## src/rtl/ahb_master_ctrl.sv

```systemverilog
// ahb_master_ctrl: arbitrates the fetch and load/store requesters onto a single
// AHB-Lite bus. It runs one non-pipelined transfer at a time, checks region and
// alignment locally before touching the bus, and returns extended load data or
// an error flag to the requester that won arbitration.
module ahb_master_ctrl #(
    parameter logic [7:0] ROM_REGION = 8'hA0,
    parameter logic [7:0] RAM_REGION = 8'hB0
) (
    input  logic        hclk,
    input  logic        hreset,
    input  logic        if_req,
    input  logic [31:0] if_addr,
    output logic        if_done,
    output logic        if_err,
    output logic [31:0] if_rdata,
    input  logic        ls_req,
    input  logic        ls_we,
    input  logic [2:0]  ls_func3,
    input  logic [31:0] ls_addr,
    input  logic [31:0] ls_wdata,
    output logic        ls_done,
    output logic        ls_err,
    output logic [31:0] ls_rdata,
    input  logic        hready,
    input  logic        hresp,
    input  logic [31:0] hrdata,
    output logic [1:0]  htrans,
    output logic [31:0] haddr,
    output logic        hwrite,
    output logic [2:0]  hsize,
    output logic [3:0]  hprot,
    output logic [31:0] hwdata
);
    typedef enum logic [2:0] {ST_IDLE, ST_ADDR, ST_DATA, ST_ERR, ST_DONE} state_t;

    localparam logic [1:0] HTRANS_IDLE   = 2'b00;
    localparam logic [1:0] HTRANS_NONSEQ = 2'b10;

    state_t      state_reg, state_next;
    logic [1:0]  htrans_reg, htrans_next;
    logic [31:0] haddr_reg, haddr_next;
    logic        hwrite_reg, hwrite_next;
    logic [2:0]  hsize_reg, hsize_next;
    logic [3:0]  hprot_reg, hprot_next;
    logic [31:0] hwdata_reg, hwdata_next;
    logic [2:0]  func3_reg, func3_next;
    logic        grant_ls_reg, grant_ls_next;     // owner of the current transfer: 1 = LSU
    logic        last_grant_reg, last_grant_next; // previous winner: 1 = LSU, 0 = fetch
    logic        err_reg, err_next;
    logic [31:0] if_rdata_reg, if_rdata_next;
    logic [31:0] ls_rdata_reg, ls_rdata_next;

    // Round-robin: on a tie the requester that did not win last time goes first.
    logic pick_ls, pick_if;
    assign pick_ls = ls_req && (!if_req || !last_grant_reg);
    assign pick_if = if_req && !pick_ls;

    // Payload of whichever requester is being granted this cycle.
    logic [31:0] sel_addr;
    logic        sel_we;
    logic [2:0]  sel_func3;
    logic [2:0]  sel_size;
    logic [3:0]  sel_prot;
    logic [31:0] sel_wdata;
    logic [31:0] lane_wdata;

    assign sel_addr  = pick_ls ? ls_addr : if_addr;
    assign sel_we    = pick_ls && ls_we;
    assign sel_func3 = pick_ls ? ls_func3 : 3'b010;
    assign sel_size  = sel_func3[1] ? 3'b010 : (sel_func3[0] ? 3'b001 : 3'b000);
    assign sel_prot  = pick_ls ? 4'b0001 : 4'b0000;

    // Replicate narrow store data across every byte lane so the slave can pick any lane.
    genvar gi;
    generate
        for (gi = 0; gi < 4; gi++) begin : g_wlane
            assign lane_wdata[gi*8 +: 8] = (sel_size == 3'b000) ? ls_wdata[7:0] :
                                           (sel_size == 3'b001) ? ls_wdata[(gi%2)*8 +: 8] :
                                                                  ls_wdata[gi*8 +: 8];
        end
    endgenerate
    assign sel_wdata = pick_ls ? lane_wdata : 32'h0;

    // Requests that can never succeed are answered locally without a bus cycle.
    logic is_rom, is_ram, misaligned, local_fail;
    assign is_rom     = (sel_addr[31:24] == ROM_REGION);
    assign is_ram     = (sel_addr[31:24] == RAM_REGION);
    assign misaligned = ((sel_size == 3'b001) && sel_addr[0]) ||
                        ((sel_size == 3'b010) && (sel_addr[1:0] != 2'b00));
    assign local_fail = (!is_rom && !is_ram) || (sel_we && is_rom) || misaligned;

    // Load extraction: pick the addressed lane and extend it per func3.
    logic [7:0]  lane_byte;
    logic [15:0] lane_half;
    logic [31:0] load_data;
    assign lane_byte = hrdata[{haddr_reg[1:0], 3'b000} +: 8];
    assign lane_half = hrdata[{haddr_reg[1], 4'b0000} +: 16];

    // Sign/zero extension of the selected lane.
    always_comb begin
        case (func3_reg)
            3'b000:  load_data = {{24{lane_byte[7]}}, lane_byte};
            3'b100:  load_data = {24'h0, lane_byte};
            3'b001:  load_data = {{16{lane_half[15]}}, lane_half};
            3'b101:  load_data = {16'h0, lane_half};
            default: load_data = hrdata;
        endcase
    end

    logic        finish;
    logic [31:0] finish_rdata;

    // Next-state and next-output logic for the transfer sequencer.
    always_comb begin
        state_next      = state_reg;
        htrans_next     = htrans_reg;
        haddr_next      = haddr_reg;
        hwrite_next     = hwrite_reg;
        hsize_next      = hsize_reg;
        hprot_next      = hprot_reg;
        hwdata_next     = hwdata_reg;
        func3_next      = func3_reg;
        grant_ls_next   = grant_ls_reg;
        last_grant_next = last_grant_reg;
        err_next        = err_reg;
        if_rdata_next   = if_rdata_reg;
        ls_rdata_next   = ls_rdata_reg;
        finish          = 1'b0;
        finish_rdata    = 32'h0;
        case (state_reg)
            ST_IDLE: begin
                if (pick_ls || pick_if) begin
                    grant_ls_next   = pick_ls;
                    last_grant_next = pick_ls;
                    if (local_fail) begin
                        state_next = ST_DONE;
                        err_next   = 1'b1;
                        finish     = 1'b1;
                    end else begin
                        state_next  = ST_ADDR;
                        htrans_next = HTRANS_NONSEQ;
                        haddr_next  = sel_addr;
                        hwrite_next = sel_we;
                        hsize_next  = sel_size;
                        hprot_next  = sel_prot;
                        hwdata_next = sel_wdata;
                        func3_next  = sel_func3;
                        err_next    = 1'b0;
                    end
                end
            end
            ST_ADDR: begin
                if (hready) begin
                    state_next  = ST_DATA;
                    htrans_next = HTRANS_IDLE;
                end
            end
            ST_DATA: begin
                if (hresp) begin
                    if (hready) begin
                        // Single-cycle ERROR is a slave protocol violation; fail immediately.
                        state_next = ST_DONE;
                        err_next   = 1'b1;
                        finish     = 1'b1;
                    end else begin
                        state_next = ST_ERR;
                    end
                end else if (hready) begin
                    state_next   = ST_DONE;
                    err_next     = 1'b0;
                    finish       = 1'b1;
                    finish_rdata = hwrite_reg ? 32'h0 : load_data;
                end
            end
            ST_ERR: begin
                if (hready) begin
                    state_next = ST_DONE;
                    err_next   = 1'b1;
                    finish     = 1'b1;
                end
            end
            ST_DONE: begin
                state_next = ST_IDLE;
            end
            default: begin
                state_next = ST_IDLE;
            end
        endcase
        if (finish) begin
            if (grant_ls_next) begin
                ls_rdata_next = finish_rdata;
            end else begin
                if_rdata_next = finish_rdata;
            end
        end
    end

    // State and output registers; reset abandons any transfer in flight.
    always_ff @(posedge hclk or posedge hreset) begin
        if (hreset) begin
            state_reg      <= ST_IDLE;
            htrans_reg     <= HTRANS_IDLE;
            haddr_reg      <= 32'h0;
            hwrite_reg     <= 1'b0;
            hsize_reg      <= 3'b010;
            hprot_reg      <= 4'b0000;
            hwdata_reg     <= 32'h0;
            func3_reg      <= 3'b010;
            grant_ls_reg   <= 1'b0;
            last_grant_reg <= 1'b0;
            err_reg        <= 1'b0;
            if_rdata_reg   <= 32'h0;
            ls_rdata_reg   <= 32'h0;
        end else begin
            state_reg      <= state_next;
            htrans_reg     <= htrans_next;
            haddr_reg      <= haddr_next;
            hwrite_reg     <= hwrite_next;
            hsize_reg      <= hsize_next;
            hprot_reg      <= hprot_next;
            hwdata_reg     <= hwdata_next;
            func3_reg      <= func3_next;
            grant_ls_reg   <= grant_ls_next;
            last_grant_reg <= last_grant_next;
            err_reg        <= err_next;
            if_rdata_reg   <= if_rdata_next;
            ls_rdata_reg   <= ls_rdata_next;
        end
    end

    assign htrans   = htrans_reg;
    assign haddr    = haddr_reg;
    assign hwrite   = hwrite_reg;
    assign hsize    = hsize_reg;
    assign hprot    = hprot_reg;
    assign hwdata   = hwdata_reg;
    assign if_done  = (state_reg == ST_DONE) && !grant_ls_reg;
    assign ls_done  = (state_reg == ST_DONE) && grant_ls_reg;
    assign if_err   = if_done && err_reg;
    assign ls_err   = ls_done && err_reg;
    assign if_rdata = if_rdata_reg;
    assign ls_rdata = ls_rdata_reg;

endmodule

```

## config.mk

```make
export PLATFORM = sky130hd
export DESIGN_NAME = ahb_master_ctrl
export DESIGN_NICKNAME = d
export VERILOG_FILES = /design/src/rtl/ahb_master_ctrl.sv
export SDC_FILE = /design/constraint.sdc
export NUM_CORES = 1
export LEC_CHECK = 0
export ABC_AREA = 1
export BUFFER_PORTS_ARGS = -buffer_cell sky130_fd_sc_hd__buf_2
export CORE_UTILIZATION = 48
export CTS_CLUSTER_DIAMETER = 40
export DETAILED_ROUTE_END_ITERATION = 6
export PLACE_DENSITY = 0.77
export SLEW_MARGIN = 40
export SYNTH_ARGS = -nofsm -noshare
export SYNTH_HDL_FRONTEND = slang
export SYNTH_SLANG_ARGS = --single-unit
```

## constraint.sdc

```tcl
create_clock -name hclk -period 4.6 [get_ports hclk]
set_input_delay 0.46 -clock hclk [delete_from_list [all_inputs] [get_ports hclk]]
set_output_delay 0.46 -clock hclk [all_outputs]
set_load 0.01 [all_outputs]
```

==> key figures <==
Synthesis
  – Syn Inst Count: 940
  – Area leader, netlist: dfrtp_1
  – Synth Warn #: 0
  – Synth top cells by count: nand2_1, dfrtp_1, nand3_1, nor2_1, inv_1
  – Count of different cell masters after synthesis: 35
  – Top cell type's share of synthesized area: 49.2%
  – Top post-synthesis cells by area: dfrtp_1, nand2_1, nand3_1
  – Post-synth EDFFs: 0
  – Synth Area per Inst: 7.57 um2
  – Top-count cell post-synth: nand2_1
  – Synth Cell Area: 7110 um2
  – Register area share after synthesis: 49.6%
  – Synth Flop Type: dfrtp_1
  – Async SR Flop Fraction: 100%
  – #FFs+latches synth: 141

STA
  – Final worst slack: 1380 ps
  – Period utilization: 70.1%
  – Endpoints failing hold: 0
  – Final Setup Violations: 0
  – Fin. max-slew vios: 0
  – Setup_tns: 0 ps
  – Post-route minimum period: 3220 ps
  – Clock Skews: 7.96 ps
  – RSZ-0062 raised after global routing: false
  – Worst slew margin: 52.1%
  – Worst-margin pin slew: 716 ps
  – Achievable Freq: 310 MHz

Global routing
  – First-pass GRT wire length: 34.1 mm
  – Largest net degree at the start of global routing: 101
  – Total congestion overflow: 0
  – Gr usage total: 29.6%
  – Initial antenna violation count: 2
  – Vias in the first global route: 6653

Routing
  – Wire per inst: 16.2 um
  – Via count: 7316
  – Post-route ant nets: 0
  – DRC: 0
  – Router iterations before antenna repair: 5
  – Number of DRC violations after detailed-routing iteration 0: 606
  – Drt total wl: 22.4 mm
  – Vias per std cell: 5.30

Clock tree
  – Longest Clk Path Bufs: 2
  – Post_cts resized: 0
  – Sink Count: 141
  – CTS tree: built
  – Worst-skew pair later-pin latency: 430 ps
  – Setup Buffers After CTS: 0
  – Num CTS Buffers: 17
  – Clock transition at the registers of the reported paths: 60 ps
  – H-tree levels: 4
  – Root buffer cell: clkbuf_16
  – Post-CTS Hold Buffers: 0

Power
  – VDD IR max: 0.251 mV
  – Gate power share: 14.8%
  – Sequential Power Share: 38.0%
  – Sw Ratio: 26.8%
  – P per Cell Area: 378 nW/um2
  – Clock power share: 47.2%
  – Leakage: 5.53 nW
  – Internal Power: 2.53 mW
  – Sw Pwr: 0.926 mW
  – Design Power: 3.46 mW

Setup path
  – CP Max Fanout: 40
  – Worst EP required: 4890 ps
  – Startpoint types: flip-flop
  – Worst-case reg-to-reg path depth: 13
  – Crit end category: flip-flop
  – WP data arrival: 3520 ps
  – FF-to-FF setup slack: 1380 ps
  – Worst flop-to-flop path startpoint: last_grant_reg
  – CP Class: reg -> reg
  – RR Endpoint: hwdata[26]

Floorplan
  – Starting Density: 49.1%
  – # rows: 44
  – Die extent in x: 124 um
  – Core Footprint: 14500 um2
  – Ports: 280
  – DIE AREA: 15300 um2
  – DIE HEIGHT: 124 um

Layout
  – Register Area: 3530 um2
  – Layout area overhead: 28.5%
  – Multi-input logic area: 3090 um2
  – Fillers: 1294
  – Fraction of layout cells with a size suffix above 1: 28.1%
  – Nets: 1320

Worst hold path
  – Hold Crit Class: in -> async

Status
  – Outcome: completed

Run
  – Max_cap viols: 0

Placed design
  – HPWL after detailed placement: 15.8 mm
  – Setup slack at placement: 1170 ps
  – Gpl congestion: 0.908
  – IO Port Bufs: 274
placed cells by master, fill, tap and decap left out, drive strengths merged, types with 5 or more instances in the layout:
master  instances
o22ai          10
dfrtp         140
o221ai          6
o21ai          48
nand3         114
conb            5
clkbuf         21
nor3            8
nand2         386
o21a            8
nor2           68
a21oi          27
bufinv          7
inv            46
buf           279
metal layers:
metal / part of all wire (%) / GRT usage [%] / up-vias / routed length, um
met5: 0 / 0 / - / 0
met4: 2.7 / 13.0 / 0 / 609
met3: 8.7 / 7.33 / 46 / 1950
met2: 49 / 48.3 / 384 / 11000
met1: 40 / 37.3 / 3393 / 8870
li1: - / - / 3493 / -
layout make-up:
cell class / count / area share, %
Sequential cell: 141 / 38.6
Multi-Input combinational cell: 696 / 33.8
Timing Repair Buffer: 279 / 15.4
Clock buffer: 21 / 5.03
Clock inverter: 11 / 2.59
Tap cell: 184 / 2.52
Inverter: 47 / 2.01
Antenna cell: 2 / 0.0547
power groups by stage:
| stage | logic (mW) | registers (mW) | clock network [mW] |
|---|---|---|---|
| floorplan | 0.327 | 1.34 | 0 |
| finish | 0.512 | 1.31 | 1.63 |
| global route | 0.567 | 1.32 | 1.69 |
| detailed placement | 0.507 | 1.33 | 0 |
| CTS | 0.510 | 1.31 | 1.64 |
| global placement | 0.497 | 1.33 | 0 |
how the worst max path moves through the flow:
stage | startpoint | endpoint | slack, ps
2_1_floorplan | hreset | err_reg | 360
3_3_place_gp | if_req | if_rdata[7] | 1180
3_5_place_dp | if_req | hwdata[28] | 1170
4_1_cts | last_grant_reg | hwdata[26] | 1380
5_1_grt | last_grant_reg | hwdata[29] | 1040
6_report | last_grant_reg | hwdata[26] | 1380
logic make-up (layout without fill, tap and decap cells):
logic type | count (synthesis) | after routing | synth area share [%]
buffers and inverters | 107 | 358 | 7.35
multiplexers | 4 | 4 | 0.563
AO/OA/AOI/OAI | 105 | 105 | 8.35
AND/OR/NAND/NOR | 582 | 582 | 34.1
other | 1 | 7 | 0.0527
flip-flops | 141 | 141 | 49.6
critical path, cell delays in order (launching register included):
cell	delay, ps
dfrtp_1	380
nand2_2	200
nand2_4	260
nand2_1	140
nand2_1	50
nor2_1	90
nand2_1	70
nor2_1	160
nand2_4	100
nor2_8	390
nand2_2	550
buf_4	470
nand2_1	100
o21ai_0	90
metrics by stage:
step	hold slack [ps]	area [um2]	util [%]	std cells
2_1_floorplan	453	7130	-	944
3_3_place_gp	449	8430	58.2	1347
3_5_place_dp	445	8440	58.3	1347
4_1_cts	182	9130	63.1	1379
6_report	155	9150	63.2	1381
5_1_grt	223	9150	63.2	1381
(Power assumes the default switching activity.)
